**src/rtl/osd_spi_pkg.sv**
```systemverilog
// osd_spi_pkg: opcodes, ACK signature byte and FSM state type shared by the
// osd_spi_master block and its testbench.
package osd_spi_pkg;

  // Opcodes understood by the OSD/config/data-pump SPI slave
  localparam logic [7:0] OP_ACK     = 8'h00;
  localparam logic [7:0] OP_RDDATA  = 8'h10;
  localparam logic [7:0] OP_RDCONF  = 8'h14;
  localparam logic [7:0] OP_OSDWR   = 8'h20;
  localparam logic [7:0] OP_OSDDIS  = 8'h40;
  localparam logic [7:0] OP_OSDEN   = 8'h41;
  localparam logic [7:0] OP_CONF    = 8'h60;
  localparam logic [7:0] OP_PUMP    = 8'h61;
  localparam logic [7:0] OP_PUMPEND = 8'h62;

  // Byte the slave returns as the first payload byte of an ACK command
  localparam logic [7:0] ACK_BYTE   = 8'h4B;

  // HOLD keeps sck low for one half-bit after the last falling edge
  // before ss is released
  typedef enum logic [2:0] {
    ST_IDLE,
    ST_SETUP,
    ST_SHIFT,
    ST_STALL,
    ST_HOLD,
    ST_GAP
  } state_t;

endpackage

```
**src/rtl/osd_spi_bitshift.sv**
```systemverilog
// osd_spi_bitshift: sck divider plus 8-bit mosi/miso shift registers.
// byte_load arms a new byte (sck low, divider cleared); shifting advances
// only while run is high. byte_done is high in the cycle whose closing clk
// edge produces the byte's final sck falling edge, so a byte_load issued in
// that same cycle continues without any gap.
module osd_spi_bitshift #(
  parameter int CLK_DIV = 4
) (
  input  logic       clk,
  input  logic       srst,
  input  logic       run,
  input  logic       byte_load,
  input  logic [7:0] tx_byte,
  input  logic       miso,
  output logic       sck,
  output logic       mosi,
  output logic       byte_done,
  output logic [7:0] rx_byte
);

  localparam logic [7:0] DIV_LAST = 8'(CLK_DIV - 1);

  logic [7:0] div_cnt_reg;
  logic [7:0] tx_shift_reg;
  logic [7:0] rx_shift_reg;
  logic [2:0] bit_cnt_reg;
  logic       sck_reg;
  logic       active_reg;
  logic       div_wrap;

  assign div_wrap  = run && active_reg && (div_cnt_reg == DIV_LAST);
  assign byte_done = div_wrap && sck_reg && (bit_cnt_reg == 3'd7);

  assign sck     = sck_reg;
  assign mosi    = tx_shift_reg[7];
  assign rx_byte = rx_shift_reg;

  // Half-bit divider, sck toggling, miso capture on rise, mosi shift on fall
  always_ff @(posedge clk) begin
    if (srst) begin
      div_cnt_reg  <= 8'd0;
      tx_shift_reg <= 8'd0;
      rx_shift_reg <= 8'd0;
      bit_cnt_reg  <= 3'd0;
      sck_reg      <= 1'b0;
      active_reg   <= 1'b0;
    end else if (byte_load) begin
      tx_shift_reg <= tx_byte;
      bit_cnt_reg  <= 3'd0;
      div_cnt_reg  <= 8'd0;
      sck_reg      <= 1'b0;
      active_reg   <= 1'b1;
    end else if (run && active_reg) begin
      if (div_wrap) begin
        div_cnt_reg <= 8'd0;
        if (!sck_reg) begin
          sck_reg      <= 1'b1;
          rx_shift_reg <= {rx_shift_reg[6:0], miso};
        end else begin
          sck_reg <= 1'b0;
          if (bit_cnt_reg == 3'd7) begin
            // Last bit stays on mosi until the next byte is loaded
            active_reg <= 1'b0;
          end else begin
            bit_cnt_reg  <= bit_cnt_reg + 3'd1;
            tx_shift_reg <= {tx_shift_reg[6:0], 1'b0};
          end
        end
      end else begin
        div_cnt_reg <= div_cnt_reg + 8'd1;
      end
    end
  end

endmodule

```
**src/rtl/osd_spi_master.sv**
```systemverilog
// osd_spi_master: mode-0 SPI master issuing one opcode + cmd_len payload
// bytes per command. Payload bytes stream in over tx_valid/tx_ready and
// every MISO byte after the opcode is returned on rx_valid.
// Optional build macro OSD_SPI_ACK_CHECK_EN enables the ACK-byte check that
// drives ack_ok/ack_err; without it both outputs are tied low.
module osd_spi_master
  import osd_spi_pkg::*;
#(
  parameter int CLK_DIV  = 4,
  parameter int SS_SETUP = 2,
  parameter int SS_GAP   = 4
) (
  input  logic        clk,
  input  logic        reset,
  input  logic        cmd_valid,
  output logic        cmd_ready,
  input  logic [7:0]  cmd_op,
  input  logic [15:0] cmd_len,
  input  logic [7:0]  tx_data,
  input  logic        tx_valid,
  output logic        tx_ready,
  output logic [7:0]  rx_data,
  output logic        rx_valid,
  output logic        busy,
  output logic        spi_sck,
  output logic        spi_ss,
  output logic        spi_mosi,
  input  logic        spi_miso,
  output logic        ack_ok,
  output logic        ack_err
);

  localparam logic [7:0] DIV_LAST   = 8'(CLK_DIV - 1);
  localparam logic [7:0] SETUP_LAST = 8'(SS_SETUP - 1);
  localparam logic [7:0] GAP_LAST   = 8'(SS_GAP - 1);

  state_t      state_reg;
  logic [7:0]  cnt_reg;
  logic [16:0] total_reg;     // 1 + cmd_len bytes on the wire
  logic [16:0] byte_cnt_reg;  // bytes fully shifted so far
  logic        ss_reg;
  logic        busy_reg;
  logic        cmd_ready_reg;
  logic        rx_valid_reg;
  logic [7:0]  rx_data_reg;

  logic        accept;
  logic        last_byte;
  logic        run;
  logic        byte_load;
  logic        tx_take;
  logic [7:0]  load_byte;
  logic        byte_done;
  logic [7:0]  rx_byte;

  assign accept    = (state_reg == ST_IDLE) && cmd_valid && cmd_ready_reg;
  assign last_byte = ((byte_cnt_reg + 17'd1) == total_reg);
  assign run       = (state_reg == ST_SHIFT);

  // Choose what the shifter loads: opcode at accept, payload on handshake
  always_comb begin
    byte_load = 1'b0;
    tx_take   = 1'b0;
    load_byte = tx_data;
    case (state_reg)
      ST_IDLE: begin
        if (accept) begin
          byte_load = 1'b1;
          load_byte = cmd_op;
        end
      end
      ST_SHIFT: begin
        if (byte_done && !last_byte && tx_valid) begin
          byte_load = 1'b1;
          tx_take   = 1'b1;
        end
      end
      ST_STALL: begin
        if (tx_valid) begin
          byte_load = 1'b1;
          tx_take   = 1'b1;
        end
      end
      default: ;
    endcase
  end

  osd_spi_bitshift #(
    .CLK_DIV (CLK_DIV)
  ) u_bitshift (
    .clk       (clk),
    .srst      (reset),
    .run       (run),
    .byte_load (byte_load),
    .tx_byte   (load_byte),
    .miso      (spi_miso),
    .sck       (spi_sck),
    .mosi      (spi_mosi),
    .byte_done (byte_done),
    .rx_byte   (rx_byte)
  );

  // Transaction FSM: ss framing, byte accounting, rx strobe, busy/ready
  always_ff @(posedge clk) begin
    if (reset) begin
      state_reg     <= ST_IDLE;
      cnt_reg       <= 8'd0;
      total_reg     <= 17'd0;
      byte_cnt_reg  <= 17'd0;
      ss_reg        <= 1'b1;
      busy_reg      <= 1'b0;
      cmd_ready_reg <= 1'b1;
      rx_valid_reg  <= 1'b0;
      rx_data_reg   <= 8'd0;
    end else begin
      rx_valid_reg <= 1'b0;
      case (state_reg)
        ST_IDLE: begin
          if (accept) begin
            total_reg     <= {1'b0, cmd_len} + 17'd1;
            byte_cnt_reg  <= 17'd0;
            ss_reg        <= 1'b0;
            busy_reg      <= 1'b1;
            cmd_ready_reg <= 1'b0;
            cnt_reg       <= 8'd0;
            state_reg     <= ST_SETUP;
          end
        end
        ST_SETUP: begin
          if (cnt_reg == SETUP_LAST) begin
            cnt_reg   <= 8'd0;
            state_reg <= ST_SHIFT;
          end else begin
            cnt_reg <= cnt_reg + 8'd1;
          end
        end
        ST_SHIFT: begin
          if (byte_done) begin
            byte_cnt_reg <= byte_cnt_reg + 17'd1;
            // Byte 0 is the opcode; its MISO bits are dropped
            if (byte_cnt_reg != 17'd0) begin
              rx_valid_reg <= 1'b1;
              rx_data_reg  <= rx_byte;
            end
            if (last_byte) begin
              cnt_reg   <= 8'd0;
              state_reg <= ST_HOLD;
            end else if (!tx_valid) begin
              state_reg <= ST_STALL;
            end
          end
        end
        ST_STALL: begin
          if (tx_valid) begin
            state_reg <= ST_SHIFT;
          end
        end
        ST_HOLD: begin
          if (cnt_reg == DIV_LAST) begin
            cnt_reg   <= 8'd0;
            ss_reg    <= 1'b1;
            state_reg <= ST_GAP;
          end else begin
            cnt_reg <= cnt_reg + 8'd1;
          end
        end
        ST_GAP: begin
          if (cnt_reg == GAP_LAST) begin
            cnt_reg       <= 8'd0;
            busy_reg      <= 1'b0;
            cmd_ready_reg <= 1'b1;
            state_reg     <= ST_IDLE;
          end else begin
            cnt_reg <= cnt_reg + 8'd1;
          end
        end
        default: state_reg <= ST_IDLE;
      endcase
    end
  end

  assign cmd_ready = cmd_ready_reg;
  assign busy      = busy_reg;
  assign spi_ss    = ss_reg;
  assign tx_ready  = tx_take;
  assign rx_valid  = rx_valid_reg;
  assign rx_data   = rx_data_reg;

`ifdef OSD_SPI_ACK_CHECK_EN
  logic [7:0] op_reg;
  logic       ack_ok_reg;
  logic       ack_err_reg;
  logic       ack_check;

  // First payload byte of an ACK command, evaluated when it completes
  assign ack_check = (state_reg == ST_SHIFT) && byte_done &&
                     (byte_cnt_reg == 17'd1) && (op_reg == OP_ACK);

  // Latch the opcode and flag the ACK result alongside that byte's rx_valid
  always_ff @(posedge clk) begin
    if (reset) begin
      op_reg      <= 8'd0;
      ack_ok_reg  <= 1'b0;
      ack_err_reg <= 1'b0;
    end else begin
      if (accept) begin
        op_reg <= cmd_op;
      end
      ack_ok_reg  <= ack_check && (rx_byte == ACK_BYTE);
      ack_err_reg <= ack_check && (rx_byte != ACK_BYTE);
    end
  end

  assign ack_ok  = ack_ok_reg;
  assign ack_err = ack_err_reg;
`else
  assign ack_ok  = 1'b0;
  assign ack_err = 1'b0;
`endif

endmodule

```
**config.mk**
```make
export PLATFORM = sky130hd
export DESIGN_NAME = osd_spi_master
export DESIGN_NICKNAME = d
export VERILOG_FILES = /design/src/rtl/osd_spi_pkg.sv /design/src/rtl/osd_spi_bitshift.sv /design/src/rtl/osd_spi_master.sv
export SDC_FILE = /design/constraint.sdc
export NUM_CORES = 1
export LEC_CHECK = 0
export ABC_AREA = 1
export CAP_MARGIN = 25
export CORE_AREA = 2 2 84 106
export CTS_BUF_LIST = sky130_fd_sc_hd__clkbuf_4
export DETAILED_ROUTE_END_ITERATION = 10
export DIE_AREA = 0 0 86 108
export PLACE_DENSITY = 0.82
export SETUP_SLACK_MARGIN = 0.5
export SYNTH_ARGS = -nofsm -noshare
export SYNTH_HDL_FRONTEND = slang
export SYNTH_SLANG_ARGS = --single-unit
```
**constraint.sdc**
```tcl
create_clock -name clk -period 3.94 [get_ports clk]
set_input_delay 0.394 -clock clk [delete_from_list [all_inputs] [get_ports clk]]
set_output_delay 0.394 -clock clk [all_outputs]
set_load 0.01 [all_outputs]
```
* Word level (Yosys, flattened, before mapping)
Cells that the tools add are included. W data, S select, Z words.
Cells by class: add/sub/neg operators 5, eq/ne operators 19, muxes and demuxes 45, bitwise logic cells 5, reductions and logical operators 34
Operators by type and width (number):
- $mux W8 | 13
- $mux W17 | 2
- $pmux W17 S2 | 1
- $pmux W8 S4 | 1
- $mux W3 | 8
- $reduce_and A4 Y1 | 5
- $pmux W3 S6 | 1
- $add A16 B1 Y17 const B | 1
- $add A17 B1 Y17 const B | 1
- $eq A17 B17 Y1 | 1
- $reduce_bool A17 Y1 | 1
- $add A8 B1 Y8 const B | 2
- $eq A8 B2 Y1 const B | 2
- $ne A2 B2 Y1 const B | 8
- $mux W1 | 14
- $reduce_bool A2 Y1 | 7
- $reduce_and A3 Y1 | 4
- $eq A3 B3 Y1 const B | 3
- $eq A8 B1 Y1 const B | 1
- $logic_and A1 B1 Y1 | 8
- $pmux W1 S2 | 4
- $reduce_and A7 Y1 | 1
- $eq A3 B2 Y1 const B | 2
- $not A1 Y1 | 5
- other kinds (10) | 12
Word-level totals: bits in registers 86, word-level logic and storage cells 123

* Depth between registers and ports, before layout
Gate-level depths: netlist of the first run.
depth in word-level cells 11, gate-level depth with buffers 19

* Modules after synthesis
From an unflattened synthesis of the first run, not the netlist that was laid out.
Second synthesis, totals: cell total of the unflattened synthesis 769, area, all modules 4928.5 µm²
Modules (own cells, without submodules):
- osd_spi_master | instances 1, cells an instance 569, area each 3519.6 µm², seq. area each 1141.1 µm²
- osd_spi_bitshift | instances 1, cells an instance 200, area each 1408.9 µm², seq. area each 580.6 µm²

* Worst setup path before layout of the first run
No wires, ideal clock.
kind reg2out, from register byte_cnt_reg[0], to output port tx_ready, data arrival time 1814 ps, path slack 1732 ps, stages on the path, launching flop included 17, path buffers 0, cell sequence dfxtp_1 ha_1 nand2_2 nor2_4 nand2_2 nor2_4 nand2_1 nand2_1 nand2_1 nand2_1 nand2_1 nor2_1 nand3_2 nand2_1 nand2_1 nand2_2 inv_1
Between the ends: cells in the longest elaborated chain, start to end 7
Ends and longest elaborated chain:
- start, declared | RTL line osd_spi_master.sv:40 | logic [16:0] byte_cnt_reg;
- start signal, assigned | RTL line osd_spi_master.sv:139 | byte_cnt_reg <= byte_cnt_reg + 17'd1;
- $add A17 B1 Y17 | RTL line osd_spi_master.sv:57 | assign last_byte = ((byte_cnt_reg + 17'd1) == total_reg);
- $eq A17 B17 Y1 | RTL line osd_spi_master.sv:57
- $logic_not A1 Y1 | RTL line osd_spi_master.sv:73 | if (byte_done && !last_byte && tx_valid) begin
- $logic_and A1 B1 Y1 (2 in a row) | RTL line osd_spi_master.sv:73
- $mux W1 | RTL line osd_spi_master.sv:73
- $pmux W1 S2 | RTL line osd_spi_master.sv:65 | case (state_reg)
- end, declared | RTL line osd_spi_master.sv:21 | output logic tx_ready,
Every way passes these cells.

* Worst setup path in the final report of the first run
Ends and elaborated chain as after synthesis.

==> results.toml, run 1 <==
[run_status]
outcome = "finished clean"

[layout]
synthToLayoutAreaGrowth_pct = 17.0
layout-drive-gt1-share_pct = 9.62
nNetsFinal = 799
final.fill_count = 715
antennaDiodeCount = 0

[clock_tree]
h-tree-depth = 3
cts_sinks = 86
numCtsBuffers = 9
cts_tree = "yes"
clk_latency_ps = 460
cts_root_buffer = "clkbuf_4"
hold_buffers = 0
clock_path_buffers = 2
clkTransAtPathRegs_ps = 140

[worst_setup_path]
reg2reg_slack_ps = 1130
worstPathMaxFanout = 5
r2r_end = "cnt_reg[1]"
critPathKind = "register to primary output"
cp-start-kind = "register"
crit_path_cell_trace = "inv_2 -> ha_1 -> xnor2_1 -> nand2_1 -> nor2_1 -> nand3_1 -> nor2_2 -> nand2_1 -> nor2_1 -> nand3_2 -> nand2_1 -> nand2_1 -> nand2_4 -> inv_1 -> clkdlybuf4s50_1"
r2r-start = "state_reg[0]"
cp_slowest_cell = "clkdlybuf4s50_1"
crit_path_end_kind = "primary output"
rr_worst_depth = 11
critPathArrivalTime_ps = 2890
cp.required_ps = 3550
cp_top_family = "simple AND/OR/NAND/NOR gates"
cp_slowest_stage_delay_ps = 470
crit_top_cell = "nand2_1"
cp_num_buf_inv = 3

[floorplanning]
dieArea_um2 = 9290
fp.dieW_um = 86
num_io_pins = 54
initial_core_util_pct = 58.6
core_um2 = 8190
fp.dieH_um = 108
rows = 37

[synth]
synth_top_family_by_area = "simple AND/OR/NAND/NOR gates"
synth-compound-area-share_pct = 13.7
synth_edf_count = 0
ys_ff_latch = 86
ys_types = 40
synthAdderAreaFrac_pct = 2.08
ys_seq_area_share_pct = 35.9
synth.avg_cell_area_um2 = 6.86
syn-cell-area_um2 = 4800
synth_xor_xnor_area_share_pct = 5.68
async_reset_ff_share_pct = 0
yosys.area_share.simple_pct = 32.8
synth_cells = 700
synth_flop_cell = "dfxtp_1"
synth_mux_area_share_pct = 0
ys_warn_count = 0

[sta]
worst_slew_pin_slew_ps = 771
skew_ps = 15.1
period_needed_ps = 3290
fin_tns_setup_ps = 0
setup_viol = 0
slew_headroom_pct = 48.5
hold_viol = 0
fmax_mhz = 304
rsz0062_at_grt = "no"
slew_viol_final = 0
whs_ps = 471
period_share_pct = 83.5

[drt]
vias = 4649
via_per_inst = 5.43
drt_iter0_drc = 238
totalWireLength_mm = 11.5
dr.pass1.iters = 5
drcViolationCount = 0
routedWlPerCell_um = 13.5
antenna_left = 0

[placed_design]
dp_hpwl_mm = 8.62
portBuffers = 51
gp_congestion = 0.883

[global_route]
grt-ovfl-total = 0
grt_pass1_vias = 4428
grt_max_degree = 44
grt.total_usage_pct = 26.1
antenna_found_initial = 0
grt_pass1_wl_mm = 19.3

[power_and_ir_drop]
p_leak_uw = 0.00236
vdd_drop_max_uv = 410
power_uw = 2670
power_density_nw_per_um2 = 476

[job]
maxCapViolCount = 0

[min_path]
hold_depth = 2
hold_class = "register to register"
hold_end = "rx_data[7]"
min_from = "u_bitshift.rx_byte[7]"
cells by family (layout without fill, tap and decap cells):
logic type,count (synthesis),after routing
XOR/XNOR,28,28
buffers and inverters,120,178
flip-flops,86,86
AO/OA/AOI/OAI,120,120
other,1,2
adder cells (fa/ha/maj),8,8
AND/OR/NAND/NOR,337,337
metrics by stage:
step / setup WS, ps / cell area [µm²] / utilization [%] / std cells
3_5_place_dp: 902 / 5370 / 65.6 / 832
4_1_cts: 508 / 5550 / 67.7 / 848
2_1_floorplan: 1730 / 4810 / - / 701
3_3_place_gp: 938 / 5370 / 65.6 / 832
6_report: 651 / 5620 / 68.6 / 856
5_1_grt: 479 / 5620 / 68.6 / 856
worst max-delay path by stage:
stage	start	end	slack (ps)	depth (start not counted)
6_report	byte_cnt_reg[0]	tx_ready	650	15
5_1_grt	byte_cnt_reg[0]	tx_ready	480	15
4_1_cts	byte_cnt_reg[0]	tx_ready	510	15
3_5_place_dp	byte_cnt_reg[0]	tx_ready	900	15
3_3_place_gp	byte_cnt_reg[0]	tx_ready	940	15
2_1_floorplan	byte_cnt_reg[0]	tx_ready	1730	16
worst reg2reg max path, cell delays in order (launching register included):
cell and delay, ps:
dfxtp_1 400, nor2_1 60, inv_1 110, nor2_1 90, nand3_1 90, inv_1 150
buf_4 220, nor2_2 620, o21ai_0 250, nand2_2 270, o21ai_1 210, a211oi_1 250
area by class of cell:
type / instances / area, µm² / share of cell area [%]
inverters: 98 / 370 / 6.59
clock inverters: 5 / 83.8 / 1.49
multi-input cells: 495 / 2620 / 46.7
clock buffers: 11 / 82.6 / 1.47
repair buffers: 64 / 608 / 10.8
flip-flops and latches: 86 / 1730 / 30.8
well taps: 97 / 121 / 2.16
per-layer routing:
layer / global-route usage, % / vias to the layer above / share of wire (%)
li1: - / 2391 / -
met1: 30.0 / 2124 / 42
met2: 46.3 / 109 / 51
met3: 5.34 / 25 / 4.1
met4: 11.7 / 0 / 2.6
met5: 0 / - / 0
cell usage after synthesis (5+ instances only):
cell        n  area (µm²)
nor4_1      5        31.3
nand2_2     9        56.3
nand4_1    16         100
nand3_2     5        50.1
dfxtp_1    86        1720
inv_2       7        26.3
nand3_1    60         300
nor2_1     59         221
a211oi_1   11        82.6
nor2_4      9         101
o21ai_0    47         235
xnor2_1     7        61.3
nand2_1   151         567
a31oi_1     7        43.8
clkbuf_1   15        56.3
ha_1        8         100
xor2_1     19         166
nor3_1      9        45.0
o21ai_1     5        25.0
a21oi_1    43         215
nor2_2      5        31.3
inv_1      88         330
report_power, final:
| group | leakage, µW | switching [µW] | internal (µW) |
|---|---|---|---|
| logic | 0.00157 | 604 | 359 |
| registers | 0.000702 | 120 | 1000 |
| clock network | 0.0000833 | 316 | 272 |
timing repair:
action,in CTS,in global routing
gates resized for setup,4,3
buffers inserted,0,8
hold endpoints to repair,0,0
pin swaps,0,2
setup endpoints to repair,1,1
cell usage in the layout, fill, tap and decap left out, drive strengths merged:
cell type / count
a31oi: 7
nand3b: 2
o21ai: 52
xnor2: 7
nor3: 10
a211oi: 11
and2: 2
clkbuf: 11
or2: 1
o21bai: 2
o211a: 1
nand4: 16
a21oi: 43
clkinvlp: 2
clkinv: 4
inv: 95
clkdlybuf4s50: 51
o211ai: 3
conb: 2
xnor3: 2
bufinv: 2
dfxtp: 86
nor4: 5
o21a: 1
ha: 8
xor2: 19
nand3: 65
nand2: 160
buf: 13
nor3b: 3
nor2: 73
No activity file was read; power rests on OpenSTA's default activity.
==> run 2, diff against run 1 <==
==> constraint.sdc (replaced) <==
create_clock -name clk -period 3.25 [get_ports clk]
set_input_delay 0.325 -clock clk [delete_from_list [all_inputs] [get_ports clk]]
set_output_delay 0.325 -clock clk [all_outputs]
set_load 0.01 [all_outputs]
==> results.toml, run 2 (synthesis gave the netlist of run 1 again) <==
[power_and_ir_drop]
combinationalPowerShare_pct = 37.2
swShare_pct = 41.3
vdd_drop_max_uv = 386
p_switching_uw = 1330
p_int_uw = 1900
power_uw = 3230
p_leak_uw = 0.00238
power_density_nw_per_um2 = 570
seqPwrFrac_pct = 42.4
p_clk_share_pct = 20.3

[worst_setup_path]
crit_start = "byte_cnt_reg[0]"
cp.required_ps = 2920
crit_path_end_kind = "primary output"
cp_top_family = "simple AND/OR/NAND/NOR gates"
crit_top_cell = "nand2_1"
cp_slowest_stage_delay_ps = 410
cp-start-kind = "register"
r2r-start = "byte_cnt_reg[0]"
crit_path_cell_trace = "inv_2 -> ha_4 -> xnor2_2 -> nand2_1 -> nor2_1 -> nand3_1 -> nor2_2 -> nand2_1 -> nor2_1 -> nand3_2 -> nand2_1 -> nand2_2 -> nand2_4 -> inv_1 -> clkdlybuf4s15_2"
critPathKind = "register to primary output"
cp_num_buf_inv = 3
worstPathMaxFanout = 4
cp_slowest_cell = "dfxtp_4"
critPathArrivalTime_ps = 2470

[floorplanning]
dieArea_um2 = 9290
initial_core_util_pct = 58.6
fp.dieW_um = 86
rows = 37
fp.dieH_um = 108
num_io_pins = 54
core_um2 = 8190

[global_route]
grt_max_degree = 44
antenna_found_initial = 1
grt.total_usage_pct = 27.7
grt_pass1_vias = 4664
grt-ovfl-total = 0
grt_pass1_wl_mm = 20.5

[sta]
fin_tns_setup_ps = 0
worst_slew_pin_slew_ps = 825
slew_viol_final = 0
period_needed_ps = 2800
whs_ps = 461
hold_viol = 0
period_share_pct = 86.0
setup_viol = 0
fmax_mhz = 358
slew_headroom_pct = 44.7
rsz0062_at_grt = "yes"
skew_ps = 12.3

[layout]
synthToLayoutAreaGrowth_pct = 18.1
nNetsFinal = 796
design_area_um2 = 5670
final_cell_mix = "nand2_1, inv_1, dfxtp_1"
layout_commonest_cell = "nand2_1"
final.fill_count = 705
utilization_pct = 69.2
layout-drive-gt1-share_pct = 11.4

[drt]
via_per_inst = 5.59
routedWlPerCell_um = 14.1
totalWireLength_mm = 12.0
dr.pass1.iters = 5
vias = 4777
drt_iter0_drc = 188
antenna_left = 0
drcViolationCount = 0

[min_path]
hold_class = "primary input to register"
min_from = "spi_miso"

[run_status]
outcome = "finished clean"

[placed_design]
portBuffers = 51
gp_congestion = 0.947
dp_hpwl_mm = 8.66
placed_area_um2 = 5390

[clock_tree]
cts_root_buffer = "clkbuf_4"
cts_sinks = 86
hold_buffers = 0
clkTransAtPathRegs_ps = 150
clock_path_buffers = 2
clk_latency_ps = 450
cts_tree = "yes"
numCtsBuffers = 9
h-tree-depth = 3

[job]
maxCapViolCount = 0
[run 2: cell types whose count changed in the layout (fill, tap and decap cells not counted), moves of 3 or more]
cell / before / now
buf_4: 13 / 10
dfxtp_1: 84 / 81
inv_6: 0 / 4
nand2_1: 151 / 147
[run 2: cell type report]
cell class / instances / area [µm²] / area share (%)
Antenna cell: 1 / 2.50 / 0.0441
Clock buffer: 9 / 67.6 / 1.19
Clock inverter: 7 / 78.8 / 1.39
Inverter: 98 / 370 / 6.53
Multi-Input combinational cell: 495 / 2710 / 47.7
Sequential cell: 86 / 1740 / 30.6
Tap cell: 97 / 121 / 2.14
Timing Repair Buffer: 61 / 587 / 10.4
[run 2: per-layer routing]
| metal | vias to the layer above | track usage [%] | share of wire (%) | routed length [µm] |
|---|---|---|---|---|
| met3 | 43 | 5.73 | 5.7 | 686 |
| met1 | 2213 | 31.6 | 40 | 4760 |
| met4 | 0 | 14.2 | 3.7 | 440 |
| met5 | - | 0 | 0 | 0 |
| li1 | 2379 | - | - | - |
| met2 | 142 | 48.3 | 51 | 6130 |
[run 2: timing repair]
| action | in CTS | in global routing |
|---|---|---|
| hold endpoints to repair | 0 | 0 |
| endpoints found under the setup margin | 8 | 15 |
| pin swaps | 6 | 8 |
| gates resized for setup | 18 | 13 |
| buffers inserted | 3 | 0 |
[run 2: path summary, 6_finish.rpt]
check / depth (start not counted) / to / slack, ps
hold reg to reg: 2 / rx_data[7] / 470
hold / removal: 3 / u_bitshift.rx_byte[0] / 460
setup / recovery: 15 / tx_ready / 450
setup reg to reg: 15 / cnt_reg[2] / 750
[run 2: worst reg2reg max path, cell delays in order, from the launching register on]
cell and delay, ps:
dfxtp_4 410, inv_2 70, ha_4 280, xnor2_2 100
nand2_1 60, nor2_1 110, nand3_1 110, nor2_2 120
nand2_1 60, nor2_1 120, nand3_2 100, buf_4 160
nand2_2 80, nand2_2 160, o21ai_2 340, nor3b_1 100
[run 2: metrics by stage]
step	instances	worst slack, ps
after detailed placement	834	385
after CTS	853	449
after floorplan	701	1060
final	854	454
after global placement	834	484
after global routing	854	264
[run 2: power by group through the flow]
| stage | sequential, µW | combinational [µW] | clock, µW |
|---|---|---|---|
| detailed placement | 1380 | 1150 | 0 |
| global route | 1390 | 1350 | 725 |
| finish | 1370 | 1200 | 657 |
| CTS | 1360 | 1170 | 669 |
| global placement | 1380 | 1120 | 0 |
| floorplan | 1340 | 882 | 0 |
